===== src/rtl/ucaspian_step_ctrl_if.sv =====
// Host/pipeline signal bundle for the uCaspian time-step sequencer.
// The slave modport is the sequencer; the master modport is host plus pipeline.
interface ucaspian_step_ctrl_if #(
  parameter int NUM_DONE = 3,
  parameter int TIME_W   = 16
);
  logic [1:0]          cmd_op;
  logic [TIME_W-1:0]   cmd_steps;
  logic                cmd_vld;
  logic                cmd_rdy;
  logic                halt;
  logic                clear_act;
  logic                clear_config;
  logic                clear_done;
  logic                next_step;
  logic [NUM_DONE-1:0] step_done;
  logic [TIME_W-1:0]   time_now;
  logic                done_vld;
  logic                done_rdy;
  logic [1:0]          done_op;
  logic [TIME_W-1:0]   done_steps;
  logic                busy;

  modport slave (
    input  cmd_op, cmd_steps, cmd_vld, halt, clear_done, step_done, done_rdy,
    output cmd_rdy, clear_act, clear_config, next_step, time_now,
           done_vld, done_op, done_steps, busy
  );

  modport master (
    output cmd_op, cmd_steps, cmd_vld, halt, clear_done, step_done, done_rdy,
    input  cmd_rdy, clear_act, clear_config, next_step, time_now,
           done_vld, done_op, done_steps, busy
  );
endinterface


===== src/rtl/ucaspian_step_ctrl.sv =====
// Time-step sequencer for the uCaspian core: runs N steps, clears pipeline state,
// keeps the global time counter and reports each command's completion to the host.
module ucaspian_step_ctrl #(
  parameter int NUM_DONE     = 3,
  parameter int QUIET_CYCLES = 4,
  parameter int TIME_W       = 16
) (
  input  logic                clk,
  input  logic                reset,
  ucaspian_step_ctrl_if.slave bus
);

  typedef enum logic [2:0] {
    S_IDLE   = 3'd0,
    S_CLEAR  = 3'd1,
    S_STEP   = 3'd2,
    S_DRAIN  = 3'd3,
    S_REPORT = 3'd4
  } state_t;

  localparam logic [1:0]        OP_RUN     = 2'd0;
  localparam logic [1:0]        OP_CLR_ACT = 2'd1;
  localparam logic [1:0]        OP_CLR_CFG = 2'd2;
  localparam logic [1:0]        OP_ZERO    = 2'd3;
  localparam logic [TIME_W-1:0] ZERO_T     = {TIME_W{1'b0}};
  localparam logic [TIME_W-1:0] ONE_T      = {{(TIME_W-1){1'b0}}, 1'b1};
  localparam logic [3:0]        QUIET_LAST = 4'(QUIET_CYCLES - 1);
  localparam logic [1:0]        DRAIN_SKIP = 2'd2;

  state_t             r_state, w_state;
  logic [1:0]         r_op, w_op;
  logic [TIME_W-1:0]  r_remaining, w_remaining;
  logic [TIME_W-1:0]  r_executed, w_executed;
  logic [TIME_W-1:0]  r_time, w_time;
  logic [1:0]         r_drain_cnt, w_drain_cnt;
  logic [3:0]         r_quiet, w_quiet;
  logic               r_clr_first, w_clr_first;

  logic               r_cmd_rdy;
  logic               r_clear_act;
  logic               r_clear_config;
  logic               r_next_step;
  logic               r_done_vld;
  logic               r_busy;

  // Next-state and datapath update; outputs are registered from the next state.
  always_comb begin
    w_state     = r_state;
    w_op        = r_op;
    w_remaining = r_remaining;
    w_executed  = r_executed;
    w_time      = r_time;
    w_drain_cnt = r_drain_cnt;
    w_quiet     = r_quiet;
    w_clr_first = 1'b0;

    case (r_state)
      S_IDLE: begin
        if (bus.cmd_vld && r_cmd_rdy) begin
          w_op        = bus.cmd_op;
          w_executed  = ZERO_T;
          w_remaining = bus.cmd_steps;
          case (bus.cmd_op)
            OP_RUN: begin
              if (bus.cmd_steps == ZERO_T) begin
                w_state = S_REPORT;
              end else begin
                w_state = S_STEP;
              end
            end
            OP_CLR_ACT, OP_CLR_CFG: begin
              w_state     = S_CLEAR;
              w_clr_first = 1'b1;
            end
            OP_ZERO: begin
              w_time  = ZERO_T;
              w_state = S_REPORT;
            end
            default: begin
              w_state = S_IDLE;
            end
          endcase
        end else begin
          w_state = S_IDLE;
        end
      end

      // A clear_done seen on the first CLEAR cycle belongs to an earlier sweep.
      S_CLEAR: begin
        if (!r_clr_first && bus.clear_done) begin
          w_time  = ZERO_T;
          w_state = S_REPORT;
        end else begin
          w_state = S_CLEAR;
        end
      end

      S_STEP: begin
        w_state     = S_DRAIN;
        w_drain_cnt = 2'd0;
        w_quiet     = 4'd0;
      end

      // step_done lags next_step by the pipeline's register stage, so skip two cycles.
      S_DRAIN: begin
        if (r_drain_cnt != DRAIN_SKIP) begin
          w_drain_cnt = r_drain_cnt + 2'd1;
        end else if (&bus.step_done) begin
          if (r_quiet == QUIET_LAST) begin
            w_quiet     = 4'd0;
            w_time      = r_time + ONE_T;
            w_executed  = r_executed + ONE_T;
            w_remaining = r_remaining - ONE_T;
            if ((w_remaining == ZERO_T) || bus.halt) begin
              w_state = S_REPORT;
            end else begin
              w_state = S_STEP;
            end
          end else begin
            w_quiet = r_quiet + 4'd1;
          end
        end else begin
          w_quiet = 4'd0;
        end
      end

      S_REPORT: begin
        if (bus.done_rdy) begin
          w_state = S_IDLE;
        end else begin
          w_state = S_REPORT;
        end
      end

      default: begin
        w_state = S_IDLE;
      end
    endcase
  end

  // State, datapath and registered output update.
  always_ff @(posedge clk) begin
    if (reset) begin
      r_state        <= S_IDLE;
      r_op           <= 2'd0;
      r_remaining    <= ZERO_T;
      r_executed     <= ZERO_T;
      r_time         <= ZERO_T;
      r_drain_cnt    <= 2'd0;
      r_quiet        <= 4'd0;
      r_clr_first    <= 1'b0;
      r_cmd_rdy      <= 1'b1;
      r_clear_act    <= 1'b0;
      r_clear_config <= 1'b0;
      r_next_step    <= 1'b0;
      r_done_vld     <= 1'b0;
      r_busy         <= 1'b0;
    end else begin
      r_state        <= w_state;
      r_op           <= w_op;
      r_remaining    <= w_remaining;
      r_executed     <= w_executed;
      r_time         <= w_time;
      r_drain_cnt    <= w_drain_cnt;
      r_quiet        <= w_quiet;
      r_clr_first    <= w_clr_first;
      r_cmd_rdy      <= (w_state == S_IDLE);
      r_clear_act    <= (w_state == S_CLEAR);
      r_clear_config <= (w_state == S_CLEAR) && (w_op == OP_CLR_CFG);
      r_next_step    <= (w_state == S_STEP);
      r_done_vld     <= (w_state == S_REPORT);
      r_busy         <= (w_state != S_IDLE);
    end
  end

  assign bus.cmd_rdy      = r_cmd_rdy;
  assign bus.clear_act    = r_clear_act;
  assign bus.clear_config = r_clear_config;
  assign bus.next_step    = r_next_step;
  assign bus.time_now     = r_time;
  assign bus.done_vld     = r_done_vld;
  assign bus.done_op      = r_op;
  assign bus.done_steps   = r_executed;
  assign bus.busy         = r_busy;

endmodule


===== src/flat_wrapper.sv =====
// flat-port wrapper written by rule: the top's interface ports become plain ports
module ucaspian_step_ctrl_flat 
#(
  parameter int NUM_DONE     = 3,
  parameter int QUIET_CYCLES = 4,
  parameter int TIME_W       = 16
)
  (clk, reset, bus_cmd_op, bus_cmd_steps, bus_cmd_vld, bus_halt, bus_clear_done, bus_step_done, bus_done_rdy, bus_cmd_rdy, bus_clear_act, bus_clear_config, bus_next_step, bus_time_now, bus_done_vld, bus_done_op, bus_done_steps, bus_busy);
  ucaspian_step_ctrl_if #(.NUM_DONE(NUM_DONE), .TIME_W(TIME_W)) bus_i ();
  input  logic clk;
  input  logic reset;
  input wire logic [$bits(bus_i.cmd_op)-1:0] bus_cmd_op;
  input wire logic [$bits(bus_i.cmd_steps)-1:0] bus_cmd_steps;
  input wire logic [$bits(bus_i.cmd_vld)-1:0] bus_cmd_vld;
  input wire logic [$bits(bus_i.halt)-1:0] bus_halt;
  input wire logic [$bits(bus_i.clear_done)-1:0] bus_clear_done;
  input wire logic [$bits(bus_i.step_done)-1:0] bus_step_done;
  input wire logic [$bits(bus_i.done_rdy)-1:0] bus_done_rdy;
  output wire logic [$bits(bus_i.cmd_rdy)-1:0] bus_cmd_rdy;
  output wire logic [$bits(bus_i.clear_act)-1:0] bus_clear_act;
  output wire logic [$bits(bus_i.clear_config)-1:0] bus_clear_config;
  output wire logic [$bits(bus_i.next_step)-1:0] bus_next_step;
  output wire logic [$bits(bus_i.time_now)-1:0] bus_time_now;
  output wire logic [$bits(bus_i.done_vld)-1:0] bus_done_vld;
  output wire logic [$bits(bus_i.done_op)-1:0] bus_done_op;
  output wire logic [$bits(bus_i.done_steps)-1:0] bus_done_steps;
  output wire logic [$bits(bus_i.busy)-1:0] bus_busy;
  assign bus_i.cmd_op = bus_cmd_op;
  assign bus_i.cmd_steps = bus_cmd_steps;
  assign bus_i.cmd_vld = bus_cmd_vld;
  assign bus_i.halt = bus_halt;
  assign bus_i.clear_done = bus_clear_done;
  assign bus_i.step_done = bus_step_done;
  assign bus_i.done_rdy = bus_done_rdy;
  assign bus_cmd_rdy = bus_i.cmd_rdy;
  assign bus_clear_act = bus_i.clear_act;
  assign bus_clear_config = bus_i.clear_config;
  assign bus_next_step = bus_i.next_step;
  assign bus_time_now = bus_i.time_now;
  assign bus_done_vld = bus_i.done_vld;
  assign bus_done_op = bus_i.done_op;
  assign bus_done_steps = bus_i.done_steps;
  assign bus_busy = bus_i.busy;
  ucaspian_step_ctrl #(.NUM_DONE(NUM_DONE), .QUIET_CYCLES(QUIET_CYCLES), .TIME_W(TIME_W)) u_core (.clk(clk), .reset(reset), .bus(bus_i));
endmodule

===== config.mk =====
export PLATFORM = sky130hd
export DESIGN_NAME = ucaspian_step_ctrl_flat
export DESIGN_NICKNAME = d
export VERILOG_FILES = /design/src/rtl/ucaspian_step_ctrl_if.sv /design/src/rtl/ucaspian_step_ctrl.sv /design/src/flat_wrapper.sv
export SDC_FILE = /design/constraint.sdc
export NUM_CORES = 1
export LEC_CHECK = 0
export ABC_AREA = 1
export CAP_MARGIN = 20
export CORE_MARGIN = 3
export CORE_UTILIZATION = 33
export DETAILED_ROUTE_END_ITERATION = 8
export GPL_TIMING_DRIVEN = 0
export PLACE_DENSITY_LB_ADDON = 0.3
export SLEW_MARGIN = 0
export SYNTH_ARGS = -nofsm -noshare
export SYNTH_HDL_FRONTEND = slang
export SYNTH_SLANG_ARGS = --single-unit

===== constraint.sdc =====
create_clock -name clk -period 3.1 [get_ports clk]
set_input_delay 0.465 -clock clk [delete_from_list [all_inputs] [get_ports clk]]
set_output_delay 0.465 -clock clk [all_outputs]
set_load 0.02 [all_outputs]

==> run summary <==
The headroom to the max-slew limit came out at 0.651. The flop-to-flop setup slack came out at 1.03 ns. The post-synthesis to final-layout area growth came out at 28.1%. In this run the critical register-to-register path is captured at u_core.bus.done_vld$_SDFF_PP0_. The final max-slew violation count was 0. The largest single stage delay on the critical path is 0.33 ns. Once detailed placement completed, the half-perimeter wirelength came to 7410 um.

The number of global-route vias before repair came out at 3446. The analysis attributes to cell leakage a power of 1.89 nW. Setup repair after global routing left no endpoint under its margin. The start-to-end type of the worst setup path is flop to flop.

In the post-synthesis netlist, the biggest area contributors are sky130_fd_sc_hd__dfxtp_1, sky130_fd_sc_hd__nand2_1, sky130_fd_sc_hd__nor2_1, sky130_fd_sc_hd__inv_1, sky130_fd_sc_hd__a21oi_1. The final hold violation count came out at 0. Clock tree synthesis found a total of 66 sinks.

Yosys instantiated no cell more often than sky130_fd_sc_hd__nand2_1. The Yosys step of the flow raised 0 warnings. The depth of the worst register-to-register path is 14. The maximum operating frequency came out at 0.484 GHz.

On the final layout, the worst clock skew is 0.0133 ns. The cell type of the slowest stage on the worst timing path is sky130_fd_sc_hd__dfxtp_1. The worst setup slack before clock tree synthesis came out at 0.729 ns.

After clock tree synthesis, the clock-pin slew on the worst setup and hold paths is 0.08 ns. Data on the critical path is required at its endpoint by 3.37 ns. The largest net degree at the start of global routing came out at 12. The first-pass GRT wire length is 16300 um. STA classifies the critical path endpoint as a flop. The class of the tightest hold or removal check is flop to flop.

The flow ran to the end, and the final reports show no timing, DRC or antenna violations. The number of gates resized after CTS was 0. The clock tree synthesis step divided the H-tree into 3 levels. The total of hold buffers inserted after clock tree synthesis is 0.

The time the final worst path needs with I/O delays and setup is 2.07 ns. The longest clock path from root to sink contains 2 buffers. Walking the worst path, the cells encountered are inv_1, ha_1, nand2_2, nor2_2, nand3_1, nand2_1, nand2_1, nor3_1, nand2_1, nand2_1, nand2_1, nand2_2, nand2_1, nor2_1. In the post-route analysis, the smallest setup slack over all paths is 1.03 ns.

The initial antenna violation count is 0. The number of instances in the synthesized netlist came out at 532. The portion of the clock cycle consumed by the worst path in the final layout came out at 0.667. Counting stages on the worst path, the most repeated cell is sky130_fd_sc_hd__nand2_1. The total power divided by cell area came out at 618 nW/um^2.

Post-CTS timing repair inserted 0 buffers for setup. The per-cell via count in the routed design is 4.83. The number of iterations in the first detailed-routing pass came out at 4. In the synthesized netlist the dominant register cell turns out to be sky130_fd_sc_hd__dfxtp_1. The core region is 10600 um^2. The post-route setup TNS came out at 0 ns. The placement row count came out at 37. The final antenna-violating net count came out at 0. After synthesis, the share of flip-flops with an asynchronous set or reset is 0. The area of the multi-input gates came out at 2010 um^2.

The launching element of the worst setup path is u_core.r_remaining[0]$_SDFFE_PP0P_. Buffers placed on the I/O ports in this run total 65. In this run the critical register-to-register path is launched from u_core.r_remaining[0]$_SDFFE_PP0P_.

The commonest cells after synthesis are sky130_fd_sc_hd__nand2_1, sky130_fd_sc_hd__nor2_1, sky130_fd_sc_hd__dfxtp_1, sky130_fd_sc_hd__inv_1, sky130_fd_sc_hd__a21oi_1. Setup violations remaining at the end of the flow were counted as 0. The filler cells instantiated in the layout total 1081. The capturing element of the worst setup path is u_core.bus.done_vld$_SDFF_PP0_. The initial cell density of the core is 0.347. The total routing usage reported by global routing is 0.158. The sum of overflow across all layers after global routing is 0. The net count after synthesis came out at 567. The register bit count reported by yosys is 66. In this run the horizontal extent of the chip is 111 um. The total wire length is 9540 um. Max-cap violations in this run came to 0.

The number of flops mapped to enable cells by yosys is 0. Of the synthesized area, sequential elements account for 0.361. The final-stage net count is 643.

The DRC violation count after routing came out at 0. Along the worst path, the maximum fanout reaches 5. The clock network latency to the later pin of the worst-skew pair is 0.34 ns. The master cell of the clock root buffer is sky130_fd_sc_hd__clkbuf_8. For the pin with the worst max-slew slack, the measured transition is 0.523 ns. In this run, distinct cell masters in the synthesized netlist total 40. The highest ir drop seen on vdd is 345 uV. The post-synth design cell area is 3660 um^2. At the worst endpoint, the arrival time is 2.34 ns.

The number of vias in the routed layout is 3616. The repair_antennas step left the layout with diodes totalling 0. The TritonCTS clock tree is built.

Pin placement for this block handled 67 I/O pins. The area occupied by registers is 1320 um^2. Summed over all instances, the cell type with the most area after synthesis is sky130_fd_sc_hd__dfxtp_1.

The number of design-rule violations left by the first detailed-router iteration came out at 151. Dividing the detail-routed wire length by the instance count gives 12.7 um. The share of post-route cells with drive strength above 1 is 0.103.

Routability-driven placement finished with a final weighted congestion of 0.874. The die is 111 um tall. The total CTS buffers is 9. The average footprint of a synthesized cell came out at 6.89 um^2. STA classifies the critical path startpoint as a flop. The share of synthesized area in the top cell type comes to 0.361.

The die area is 12400 um^2.
## sequential cells by signal, summed over array words and instances, names as in the netlist, 2 cells and up
name / cells
u_core.bus.time_now: 16
u_core.r_drain_cnt: 2
u_core.bus.done_steps: 16
u_core.bus.done_op: 2
u_core.r_remaining: 16
u_core.r_quiet: 4
u_core.r_state: 3
## where the power goes
part,switching (W),internal (W)
sequential,0.0000903,0.000954
combinational,0.000678,0.000396
clock,0.000334,0.000447
total,0.00110,0.00180
## how the worst min path moves through the flow
stage                                     startpoint                               endpoint  slack, ns  cells past startpoint
4_1_cts         u_core.bus.time_now[10]$_SDFFE_PP0P_   u_core.bus.time_now[10]$_SDFFE_PP0P_       0.48                      2
3_5_place_dp    u_core.bus.time_now[10]$_SDFFE_PP0P_   u_core.bus.time_now[10]$_SDFFE_PP0P_       0.47                      2
2_1_floorplan     u_core.r_drain_cnt[0]$_SDFFE_PP0P_     u_core.r_drain_cnt[0]$_SDFFE_PP0P_       0.44                      1
5_1_grt        u_core.bus.done_steps[4]$_SDFFE_PP0P_  u_core.bus.done_steps[4]$_SDFFE_PP0P_       0.51                      2
6_report        u_core.bus.time_now[10]$_SDFFE_PP0P_   u_core.bus.time_now[10]$_SDFFE_PP0P_       0.48                      2
3_3_place_gp      u_core.r_drain_cnt[0]$_SDFFE_PP0P_     u_core.r_drain_cnt[0]$_SDFFE_PP0P_       0.45                      1
## metal layers
layer  vias up  routed length, um  global-route usage
met5         -                  0                   0
met4         0                 90              0.0349
met3         7                653              0.0560
met2       100               4420               0.260
met1      1628               4370               0.199
li1       1881                  -                   -
## worst max-delay path: cells and delay by family, from the launching register on
family | cells | cell delay (ns)
and+or+nand+nor | 12 | 1.27
DFF | 1 | 0.33
adders and majority gates | 1 | 0.28
buffers and inverters | 1 | 0.13
## through the flow
step / cells / util / cell area (um^2) / total power [W] / hold slack, ns
floorplan: 532 / - / 3660 / 0.00183 / 0.439
global placement: 733 / 0.425 / 4490 / 0.00212 / 0.452
detailed placement: 733 / 0.425 / 4490 / 0.00213 / 0.469
CTS: 748 / 0.445 / 4690 / 0.00292 / 0.483
global route: 748 / 0.445 / 4690 / 0.00312 / 0.514
finish: 748 / 0.445 / 4690 / 0.00290 / 0.478
## cells in the final DEF, fill, tap and decap left out, types with 2 or more instances in the layout
master                            instances
sky130_fd_sc_hd__nand2_1                110
sky130_fd_sc_hd__nor2_1                  76
sky130_fd_sc_hd__dfxtp_1                 66
sky130_fd_sc_hd__clkdlybuf4s50_1         65
sky130_fd_sc_hd__inv_1                   62
sky130_fd_sc_hd__a21oi_1                 38
sky130_fd_sc_hd__o21ai_0                 27
sky130_fd_sc_hd__nand3_1                 22
sky130_fd_sc_hd__nor3_1                  17
sky130_fd_sc_hd__nor2_2                   9
sky130_fd_sc_hd__clkbuf_8                 9
sky130_fd_sc_hd__ha_1                     8
sky130_fd_sc_hd__clkbuf_1                 7
sky130_fd_sc_hd__nor2_4                   7
sky130_fd_sc_hd__xor2_1                   7
sky130_fd_sc_hd__nand4_1                  7
sky130_fd_sc_hd__a221oi_1                 6
sky130_fd_sc_hd__inv_2                    5
sky130_fd_sc_hd__nand2_2                  5
sky130_fd_sc_hd__a31oi_1                  5
sky130_fd_sc_hd__a211oi_1                 5
sky130_fd_sc_hd__nand3_2                  4
sky130_fd_sc_hd__o21ai_2                  4
sky130_fd_sc_hd__nand3b_1                 4
sky130_fd_sc_hd__o21ai_1                  4
sky130_fd_sc_hd__xnor2_1                  3
sky130_fd_sc_hd__nor3_2                   3
sky130_fd_sc_hd__buf_6                    2
sky130_fd_sc_hd__nand2_4                  2
sky130_fd_sc_hd__buf_2                    2
sky130_fd_sc_hd__clkinv_1                 2
sky130_fd_sc_hd__buf_4                    2
sky130_fd_sc_hd__o21a_1                   2
sky130_fd_sc_hd__nor4_1                   2
sky130_fd_sc_hd__bufinv_16                2
sky130_fd_sc_hd__clkinvlp_4               2
## cells by family after synthesis
logic type,after synthesis,share of synthesized area
simple gates,272,0.348
compound gates,95,0.151
buf+inv,81,0.0898
flops,66,0.361
xor+xnor,10,0.0239
fa+ha+maj,8,0.0273
## cell type report
cell class,count,share of cell area
clock inverters,5,0.0171
well taps,136,0.0363
flip-flops and latches,66,0.282
plain buffers,12,0.0149
inverters,69,0.0552
clock buffers,10,0.0272
repair buffers,65,0.139
multi-input cells,385,0.429
Power figures use the tool's default switching activity.
